[src/rtl/mc_core_if.sv]
// Instruction and data request/acknowledge buses of the multi-cycle core.
// The master side belongs to the core and the slave side to the memory models.
interface mc_core_if;
  logic        i_req;
  logic [31:0] i_addr;
  logic        i_ack;
  logic [31:0] i_rdata;
  logic        d_req;
  logic        d_we;
  logic [31:0] d_addr;
  logic [31:0] d_wdata;
  logic [3:0]  d_wstrb;
  logic        d_ack;
  logic [31:0] d_rdata;

  modport master (
    output i_req, i_addr, d_req, d_we, d_addr, d_wdata, d_wstrb,
    input  i_ack, i_rdata, d_ack, d_rdata
  );

  modport slave (
    input  i_req, i_addr, d_req, d_we, d_addr, d_wdata, d_wstrb,
    output i_ack, i_rdata, d_ack, d_rdata
  );
endinterface

[src/rtl/mc_core.sv]
// Multi-cycle RV32I/RV32E core with FETCH -> EXEC -> (MEM) -> FETCH sequencing.
// It halts on EBREAK, and it also halts on an illegal instruction when HALT_ILL is 1.
module mc_core #(
  parameter logic [31:0] RESET_PC = 32'h8000_0000,
  parameter int          NREG     = 32,
  parameter bit          HALT_ILL = 1'b1
) (
  input  logic        clk,
  input  logic        rst,
  mc_core_if.master   bus,
  output logic [31:0] pc,
  output logic        retire,
  output logic        halt,
  output logic        illegal
);

  typedef enum logic [1:0] {S_FETCH, S_EXEC, S_MEM, S_HALT} state_t;

  localparam logic [6:0] OP_LUI    = 7'b0110111;
  localparam logic [6:0] OP_AUIPC  = 7'b0010111;
  localparam logic [6:0] OP_JAL    = 7'b1101111;
  localparam logic [6:0] OP_JALR   = 7'b1100111;
  localparam logic [6:0] OP_BRANCH = 7'b1100011;
  localparam logic [6:0] OP_LOAD   = 7'b0000011;
  localparam logic [6:0] OP_STORE  = 7'b0100011;
  localparam logic [6:0] OP_IMM    = 7'b0010011;
  localparam logic [6:0] OP_OP     = 7'b0110011;
  localparam logic [6:0] OP_FENCE  = 7'b0001111;
  localparam logic [6:0] OP_SYSTEM = 7'b1110011;
  localparam int         IW        = (NREG > 1) ? $clog2(NREG) : 1;
  localparam logic [5:0] NREG_W    = 6'(NREG);

  state_t      state;
  logic [31:0] ir;
  logic [1:0]  ld_off;
  logic [31:0] rf [NREG];

  logic [6:0]  opcode, f7;
  logic [4:0]  rd, rs1, rs2;
  logic [2:0]  f3;
  logic [31:0] imm_i, imm_s, imm_b, imm_u, imm_j;
  logic [31:0] rs1_val, rs2_val, op_b, alu_res, wr_val, next_pc, mem_addr;
  logic [31:0] st_data, ld_shift, ld_val, rf_wdata;
  logic [3:0]  st_strb;
  logic        wr_en, taken, ill, is_mem, is_store, is_ebreak;
  logic        use_rs1, use_rs2, use_rd, br_cond, exec_commit, rf_we;

  assign opcode = ir[6:0];
  assign rd     = ir[11:7];
  assign f3     = ir[14:12];
  assign rs1    = ir[19:15];
  assign rs2    = ir[24:20];
  assign f7     = ir[31:25];
  assign imm_i  = {{20{ir[31]}}, ir[31:20]};
  assign imm_s  = {{20{ir[31]}}, ir[31:25], ir[11:7]};
  assign imm_b  = {{19{ir[31]}}, ir[31], ir[7], ir[30:25], ir[11:8], 1'b0};
  assign imm_u  = {ir[31:12], 12'b0};
  assign imm_j  = {{11{ir[31]}}, ir[31], ir[19:12], ir[20], ir[30:21], 1'b0};

  // x0 and out-of-range indices read as zero; the out-of-range case is flagged illegal below.
  assign rs1_val = (rs1 == 5'd0 || {1'b0, rs1} >= NREG_W) ? 32'd0 : rf[rs1[IW-1:0]];
  assign rs2_val = (rs2 == 5'd0 || {1'b0, rs2} >= NREG_W) ? 32'd0 : rf[rs2[IW-1:0]];

  assign bus.i_addr = pc;
  assign mem_addr   = rs1_val + ((opcode == OP_STORE) ? imm_s : imm_i);

  // Shared ALU for OP and OP-IMM; ir[30] selects SUB only for OP and selects SRA for both.
  always_comb begin
    // NOTE: every combinational output gets a default first so no path can infer a latch.
    op_b    = (opcode == OP_OP) ? rs2_val : imm_i;
    alu_res = 32'd0;
    case (f3)
      3'b000: alu_res = (opcode == OP_OP && ir[30]) ? rs1_val - op_b : rs1_val + op_b;
      3'b001: alu_res = rs1_val << op_b[4:0];
      3'b010: alu_res = {31'd0, $signed(rs1_val) < $signed(op_b)};
      3'b011: alu_res = {31'd0, rs1_val < op_b};
      3'b100: alu_res = rs1_val ^ op_b;
      3'b101: alu_res = ir[30] ? 32'($signed(rs1_val) >>> op_b[4:0]) : rs1_val >> op_b[4:0];
      3'b110: alu_res = rs1_val | op_b;
      default: alu_res = rs1_val & op_b;
    endcase
  end

  // Decode of the instruction held in ir: register writeback value, next pc, memory intent and legality.
  always_comb begin
    wr_en = 1'b0; wr_val = 32'd0; next_pc = pc + 32'd4; taken = 1'b0; br_cond = 1'b0;
    ill = 1'b0; is_mem = 1'b0; is_store = 1'b0; is_ebreak = 1'b0;
    use_rs1 = 1'b0; use_rs2 = 1'b0; use_rd = 1'b0;
    case (opcode)
      OP_LUI:   begin use_rd = 1'b1; wr_en = 1'b1; wr_val = imm_u; end
      OP_AUIPC: begin use_rd = 1'b1; wr_en = 1'b1; wr_val = pc + imm_u; end
      OP_JAL: begin
        use_rd = 1'b1; wr_en = 1'b1; wr_val = pc + 32'd4;
        next_pc = pc + imm_j; taken = 1'b1;
      end
      OP_JALR: begin
        use_rd = 1'b1; use_rs1 = 1'b1; wr_en = 1'b1; wr_val = pc + 32'd4;
        next_pc = (rs1_val + imm_i) & ~32'd1; taken = 1'b1; ill = (f3 != 3'b000);
      end
      OP_BRANCH: begin
        use_rs1 = 1'b1; use_rs2 = 1'b1;
        case (f3)
          3'b000: br_cond = (rs1_val == rs2_val);
          3'b001: br_cond = (rs1_val != rs2_val);
          3'b100: br_cond = ($signed(rs1_val) < $signed(rs2_val));
          3'b101: br_cond = ($signed(rs1_val) >= $signed(rs2_val));
          3'b110: br_cond = (rs1_val < rs2_val);
          3'b111: br_cond = (rs1_val >= rs2_val);
          default: ill = 1'b1;
        endcase
        taken = br_cond;
        if (br_cond) next_pc = pc + imm_b;
      end
      OP_LOAD: begin
        use_rd = 1'b1; use_rs1 = 1'b1; is_mem = 1'b1;
        ill = !(f3 inside {3'b000, 3'b001, 3'b010, 3'b100, 3'b101});
      end
      OP_STORE: begin
        use_rs1 = 1'b1; use_rs2 = 1'b1; is_mem = 1'b1; is_store = 1'b1;
        ill = !(f3 inside {3'b000, 3'b001, 3'b010});
      end
      OP_IMM: begin
        use_rd = 1'b1; use_rs1 = 1'b1; wr_en = 1'b1; wr_val = alu_res;
        if (f3 == 3'b001) ill = (f7 != 7'h00);
        if (f3 == 3'b101) ill = (f7 != 7'h00 && f7 != 7'h20);
      end
      OP_OP: begin
        use_rd = 1'b1; use_rs1 = 1'b1; use_rs2 = 1'b1; wr_en = 1'b1; wr_val = alu_res;
        ill = !(f7 == 7'h00 || (f7 == 7'h20 && (f3 == 3'b000 || f3 == 3'b101)));
      end
      OP_FENCE: ill = (f3 != 3'b000);
      OP_SYSTEM: begin
        is_ebreak = (ir == 32'h0010_0073);
        ill       = !(ir == 32'h0000_0073 || is_ebreak);
      end
      default: ill = 1'b1;
    endcase
    if (use_rs1 && {1'b0, rs1} >= NREG_W) ill = 1'b1;
    if (use_rs2 && {1'b0, rs2} >= NREG_W) ill = 1'b1;
    if (use_rd  && {1'b0, rd}  >= NREG_W) ill = 1'b1;
    if (taken && next_pc[1]) ill = 1'b1;
    if (is_mem && f3[1:0] == 2'b01 && mem_addr[0]) ill = 1'b1;
    if (is_mem && f3[1:0] == 2'b10 && mem_addr[1:0] != 2'b00) ill = 1'b1;
  end

  // Store lane steering, and load extraction from the returned word.
  always_comb begin
    st_data = rs2_val; st_strb = 4'b1111;
    case (f3[1:0])
      2'b00: begin st_data = {24'd0, rs2_val[7:0]} << {mem_addr[1:0], 3'b000}; st_strb = 4'b0001 << mem_addr[1:0]; end
      2'b01: begin st_data = {16'd0, rs2_val[15:0]} << {mem_addr[1:0], 3'b000}; st_strb = 4'b0011 << mem_addr[1:0]; end
      default: ;
    endcase
    ld_shift = bus.d_rdata >> {ld_off, 3'b000};
    case (f3)
      3'b000:  ld_val = {{24{ld_shift[7]}}, ld_shift[7:0]};
      3'b001:  ld_val = {{16{ld_shift[15]}}, ld_shift[15:0]};
      3'b100:  ld_val = {24'd0, ld_shift[7:0]};
      3'b101:  ld_val = {16'd0, ld_shift[15:0]};
      default: ld_val = ld_shift;
    endcase
  end

  assign exec_commit = (state == S_EXEC) && !is_ebreak && !(ill && HALT_ILL) && !(is_mem && !ill);
  assign rf_we    = (rd != 5'd0) && ((exec_commit && wr_en && !ill) ||
                                     (state == S_MEM && bus.d_ack && !bus.d_we));
  assign rf_wdata = (state == S_MEM) ? ld_val : wr_val;

  // Register file writeback.
  always_ff @(posedge clk) begin
    // NOTE: the register file is a plain memory with no reset, so it stays out of the reset block.
    if (rf_we) rf[rd[IW-1:0]] <= rf_wdata;
  end

  // Control FSM with registered bus requests and status outputs.
  always_ff @(posedge clk or negedge rst) begin
    // NOTE: all state in clocked blocks updates with <= so every reader sees pre-edge values.
    if (!rst) begin
      state <= S_FETCH; pc <= RESET_PC; ir <= 32'd0; ld_off <= 2'b00;
      bus.i_req <= 1'b0; bus.d_req <= 1'b0; bus.d_we <= 1'b0;
      bus.d_addr <= 32'd0; bus.d_wdata <= 32'd0; bus.d_wstrb <= 4'd0;
      retire <= 1'b0; halt <= 1'b0; illegal <= 1'b0;
    end else begin
      retire <= 1'b0;
      case (state)
        S_FETCH: begin
          if (!bus.i_req) bus.i_req <= 1'b1;
          else if (bus.i_ack) begin
            ir <= bus.i_rdata; bus.i_req <= 1'b0; state <= S_EXEC;
          end
        end
        S_EXEC: begin
          if (is_ebreak) begin
            halt <= 1'b1; state <= S_HALT;
          end else if (ill && HALT_ILL) begin
            halt <= 1'b1; illegal <= 1'b1; state <= S_HALT;
          end else if (is_mem && !ill) begin
            bus.d_req <= 1'b1; bus.d_we <= is_store;
            bus.d_addr <= {mem_addr[31:2], 2'b00};
            bus.d_wdata <= st_data; bus.d_wstrb <= is_store ? st_strb : 4'd0;
            ld_off <= mem_addr[1:0]; state <= S_MEM;
          end else begin
            pc <= ill ? pc + 32'd4 : next_pc;
            retire <= 1'b1; bus.i_req <= 1'b1; state <= S_FETCH;
          end
        end
        S_MEM: begin
          if (bus.d_ack) begin
            bus.d_req <= 1'b0; pc <= pc + 32'd4;
            retire <= 1'b1; bus.i_req <= 1'b1; state <= S_FETCH;
          end
        end
        default: ;
      endcase
    end
  end

endmodule
[src/flat_wrapper.sv]
// flat-port wrapper written by rule: the top's interface ports become plain ports
module mc_core_flat 
#(
  parameter logic [31:0] RESET_PC = 32'h8000_0000,
  parameter int          NREG     = 32,
  parameter bit          HALT_ILL = 1'b1
)
  (clk, rst, pc, retire, halt, illegal, bus_i_req, bus_i_addr, bus_d_req, bus_d_we, bus_d_addr, bus_d_wdata, bus_d_wstrb, bus_i_ack, bus_i_rdata, bus_d_ack, bus_d_rdata);
  mc_core_if bus_i ();
  input  logic clk;
  input  logic rst;
  output logic [31:0] pc;
  output logic retire;
  output logic halt;
  output logic illegal;
  output wire logic [$bits(bus_i.i_req)-1:0] bus_i_req;
  output wire logic [$bits(bus_i.i_addr)-1:0] bus_i_addr;
  output wire logic [$bits(bus_i.d_req)-1:0] bus_d_req;
  output wire logic [$bits(bus_i.d_we)-1:0] bus_d_we;
  output wire logic [$bits(bus_i.d_addr)-1:0] bus_d_addr;
  output wire logic [$bits(bus_i.d_wdata)-1:0] bus_d_wdata;
  output wire logic [$bits(bus_i.d_wstrb)-1:0] bus_d_wstrb;
  input wire logic [$bits(bus_i.i_ack)-1:0] bus_i_ack;
  input wire logic [$bits(bus_i.i_rdata)-1:0] bus_i_rdata;
  input wire logic [$bits(bus_i.d_ack)-1:0] bus_d_ack;
  input wire logic [$bits(bus_i.d_rdata)-1:0] bus_d_rdata;
  assign bus_i_req = bus_i.i_req;
  assign bus_i_addr = bus_i.i_addr;
  assign bus_d_req = bus_i.d_req;
  assign bus_d_we = bus_i.d_we;
  assign bus_d_addr = bus_i.d_addr;
  assign bus_d_wdata = bus_i.d_wdata;
  assign bus_d_wstrb = bus_i.d_wstrb;
  assign bus_i.i_ack = bus_i_ack;
  assign bus_i.i_rdata = bus_i_rdata;
  assign bus_i.d_ack = bus_d_ack;
  assign bus_i.d_rdata = bus_d_rdata;
  mc_core #(.RESET_PC(RESET_PC), .NREG(NREG), .HALT_ILL(HALT_ILL)) u_core (.clk(clk), .rst(rst), .bus(bus_i), .pc(pc), .retire(retire), .halt(halt), .illegal(illegal));
endmodule
[config.mk]
export PLATFORM = sky130hd
export DESIGN_NAME = mc_core_flat
export DESIGN_NICKNAME = d
export VERILOG_FILES = /design/src/rtl/mc_core_if.sv /design/src/rtl/mc_core.sv /design/src/flat_wrapper.sv
export SDC_FILE = /design/constraint.sdc
export NUM_CORES = 2
export LEC_CHECK = 0
export ABC_CLOCK_PERIOD_IN_PS = 7200
export BUFFER_PORTS_ARGS = -buffer_cell sky130_fd_sc_hd__buf_2
export CAP_MARGIN = 20
export CORE_ASPECT_RATIO = 2
export CORE_MARGIN = 5
export CORE_UTILIZATION = 45
export CTS_BUF_LIST = sky130_fd_sc_hd__clkbuf_4
export CTS_CLUSTER_DIAMETER = 40
export DETAILED_ROUTE_END_ITERATION = 16
export HOLD_SLACK_MARGIN = 0.03
export SYNTH_ARGS = -nofsm -noshare
export SYNTH_HDL_FRONTEND = slang
export SYNTH_SLANG_ARGS = --single-unit
[constraint.sdc]
create_clock -name clk -period 7.2 [get_ports clk]
set_clock_uncertainty 0.2 [all_clocks]
set_input_delay 0.72 -clock clk [delete_from_list [all_inputs] [get_ports clk]]
set_output_delay 0.72 -clock clk [all_outputs]
set_load 0.005 [all_outputs]
==> impl_metrics.csv <==
group,metric,value,unit
final_layout,finish.utilization,54.1,%
synth,yosysWarnings,0,
die,core,0.162,mm^2
routing,antenna_left,0,
synth,synth_async_sr_flop_share,12.0,%
sta,finalHoldViolations,0,
die,die_x,295,um
worst_setup_path,crit_chain,"buf_12 > buf_4 > mux4_2 > mux4_2 > a22o_1 > a21o_1 > ha_1 > or3_1 > o31ai_1 > a211o_2 > a41oi_1 > o311a_1 > o21a_1 > o21ai_0 > buf_4 > nand4_1 > buf_4 > a221o_1 > buf_12",
placed_design,hpwl,289000,um
synth,synth_top_area_share,42.0,%
sta,setup_viol,8,
sta,setup_slack,-0.00471,ns
global_routing,grt_max_degree,71,
die,dieArea,0.171,mm^2
die,die_h,580,um
clock_tree,htree_levels,5,
sta,maxSlewHeadroom,11.3,%
synth,synthTopCellsByCount,"1024 x edfxtp_1, 507 x nand2_1, 440 x mux4_2",
routing,dr.pass1.iters,6,
synth,synth_top_area_cell,"edfxtp_1",
global_routing,grt_pass1_vias,63800,
clock_tree,cts_tree,"yes",
worst_setup_path,ff2ff_setup_slack,-0.005,ns
final_layout,area_growth,19.6,%
global_routing,grt_antenna_before_repair,46,
job,max-cap-violations,0,
die,rows,209,
synth,synth.top_cells.by_area,"edfxtp_1 42%, mux4_2 14%, dfrtp_1 4.7%",
worst_setup_path,cp.required,7.86,ns
synth,synth-main-ff-cell,"edfxtp_1",
placed_design,finalWeightedCongestion,1.11,
worst_setup_path,cp.arrival,7.86,ns
worst_setup_path,max_stage_delay,0.71,ns
worst_setup_path,crit_fanout,38,
clock_tree,clkLatencyLatePin,1.20,ns
hold_path,hold_class,"in -> reg",
global_routing,grt_use_total,43.4,%
worst_setup_path,crit_slowest_cell,"dfrtp_4",
placed_design,port_buffers,201,
clock_tree,root_buffer,"clkbuf_4",
clock_tree,cts_buffer_depth,4,
routing,num_vias,63400,
clock_tree,numCtsBuffers,278,
final_layout,layout-drive-gt1-share,31.2,%
routing,drcViolationCount,0,
routing,drt_wl_total,378000,um
worst_setup_path,path_class,"reg -> reg",
final_layout,final_nets,7313,
run_status,outcome,"complete, but fails checks",
worst_setup_path,crit_buf_inv,5,
clock_tree,cts_sinks,1163,
sta,grt_setup_unrepaired,"false",
synth,synth_cells,6079,
synth,synth-edff-count,1024,
synth,synthesis.area,0.0732,mm^2
global_routing,grt_first_pass_wirelength,514000,um
synth,ys_types,115,
sta,finalWorstPathRequiredPeriod,7.20,ns
routing,drt-initial-drc-count,7091,
clock_tree,clkTransAtPathRegs,0.07,ns
run_status,violations,"setup timing",
synth,yosysMostFrequentCell,"edfxtp_1",
worst_setup_path,critPathMostFrequentCell,"buf_4",
die,start_util,45.2,%
global_routing,grt.overflow.total,0,
worst_setup_path,critPathLaunchType,"flop",
routing,viasPerCell,6.78,
synth,syn_area_per_cell,12.0,um^2
die,pin_count,206,
sta,timing.final.crit_share,100,%
synth,ys_seq_elements,1163,
sta,slew_violations,0,
sta,worstMarginPinSlew,1.33,ns
routing,routedWlPerCell,40.4,um
synth,yosysSeqAreaShare,46.8,%
worst_setup_path,end_kind,"flop",
sta,fmax,139,MHz
worst_setup_path,critPathTopFamily,"compound AO/OA/AOI/OAI gates",
## cells in the final DEF, fill, tap and decap left out, types with 83 or more instances in the layout
master    synthesis  routed
mux2i_1         261     258
ha_1            223     223
a21oi_1         412     406
nand3_1          85      83
nand2_1         507     506
nor2_1          387     349
inv_1           141     139
mux4_2          440     440
dfrtp_1         138     125
o21ai_0         357     346
clkbuf_4          1     389
xnor2_1          95      92
mux2_2          107     107
buf_2            73     200
nor3_1          113     109
edfxtp_1       1024    1024
buf_4            56     722
a21o_1           88      87
buf_12           11     134
## logic make-up after synthesis
kind of cell    Yosys count  synth area share, %
other cells               1              0.00512
simple gates           1373                 8.49
flops                  1163                 46.8
xor+xnor                163                 1.95
compound gates         1661                 14.9
mux                     840                 19.6
buf+inv                 647                 4.26
fa+ha+maj               231                 4.02
## through the flow
stage	cell area [um^2]	setup WS [ns]	hold WS, ns	TNS [ns]	cells
floorplan	73400	-0.446	0.224	-413.31	6114
CTS	87000	0.0329	0.0818	0	9310
global placement	83100	-0.757	0.246	-337.59	8788
finish	87500	-0.00471	0.140	-0.0260	9358
global route	87500	0.00232	0.110	0	9330
detailed placement	83100	-0.404	0.264	-110.44	8791
## cell type report
class / count / area, um^2
Clock inverter: 94 / 597
Fill cell: 14200 / 74300
Multi-Input combinational cell: 4304 / 36800
Inverter: 162 / 614
Timing Repair Buffer: 1106 / 9670
Clock buffer: 387 / 2910
Sequential cell: 1163 / 34300
Tap cell: 2110 / 2640
Antenna cell: 32 / 80.1
## repair_timing
action	4_1_cts	5_1_grt
hold endpoints to repair	106	0
cloned	0	0
setup buffers	0	5
pin swaps	0	1
hold buffers	38	0
resized for setup	8	33
setup endpoints to repair	1154	1339
## flip-flops by register name, indices dropped and copies added, names as in the netlist
| name | flops |
|---|---|
| u_core.bus.i_req | 1 |
| u_core.bus.i_addr | 31 |
| u_core.bus.d_we | 1 |
| u_core.ir | 32 |
| u_core.illegal | 1 |
| u_core.bus.d_req | 1 |
| u_core.retire | 1 |
| u_core.bus.d_wstrb | 4 |
| u_core.rf | 1024 |
| u_core.halt | 1 |
| u_core.state | 2 |
| u_core.bus.d_wdata | 32 |
| u_core.ld_off | 2 |
| u_core.bus.d_addr | 30 |
## worst reg2reg max path, cell delays in order, from the launching register on
cell and delay (ns):
dfrtp_4 0.71, buf_12 0.30, buf_4 0.27, mux4_2 0.33, mux4_2 0.47, a22o_1 0.45
a21o_1 0.28, ha_1 0.39, or3_1 0.47, o31ai_1 0.34, a211o_2 0.45, a41oi_1 0.32
o311a_1 0.38, o21a_1 0.17, o21ai_0 0.26, buf_4 0.20, nand4_1 0.09, buf_4 0.21
a221o_1 0.37, buf_12 0.19
## worst paths after layout
check                                       from                    end  depth (start not counted)
min reg2reg                u_core.bus.d_addr[17]  u_core.bus.d_addr[17]                          2
min in group asynchronous                    rst          u_core.ir[17]                          3
max reg2reg                        u_core.ir[21]      u_core.rf[18][23]                         19
max in group asynchronous                    rst          u_core.ir[24]                          4
min                              bus_i_rdata[27]          u_core.ir[27]                          3
max                                u_core.ir[21]      u_core.rf[18][23]                         19
## layer usage
metal	global-route usage, %	share of wire (%)
met1	40.9	30
met2	70.4	48
met3	13.7	8.4
met4	47.0	14
met5	0.143	0.057
Power is not shown: default switching activity piles up to over one toggle a cycle in this logic, so the estimate is an artifact.
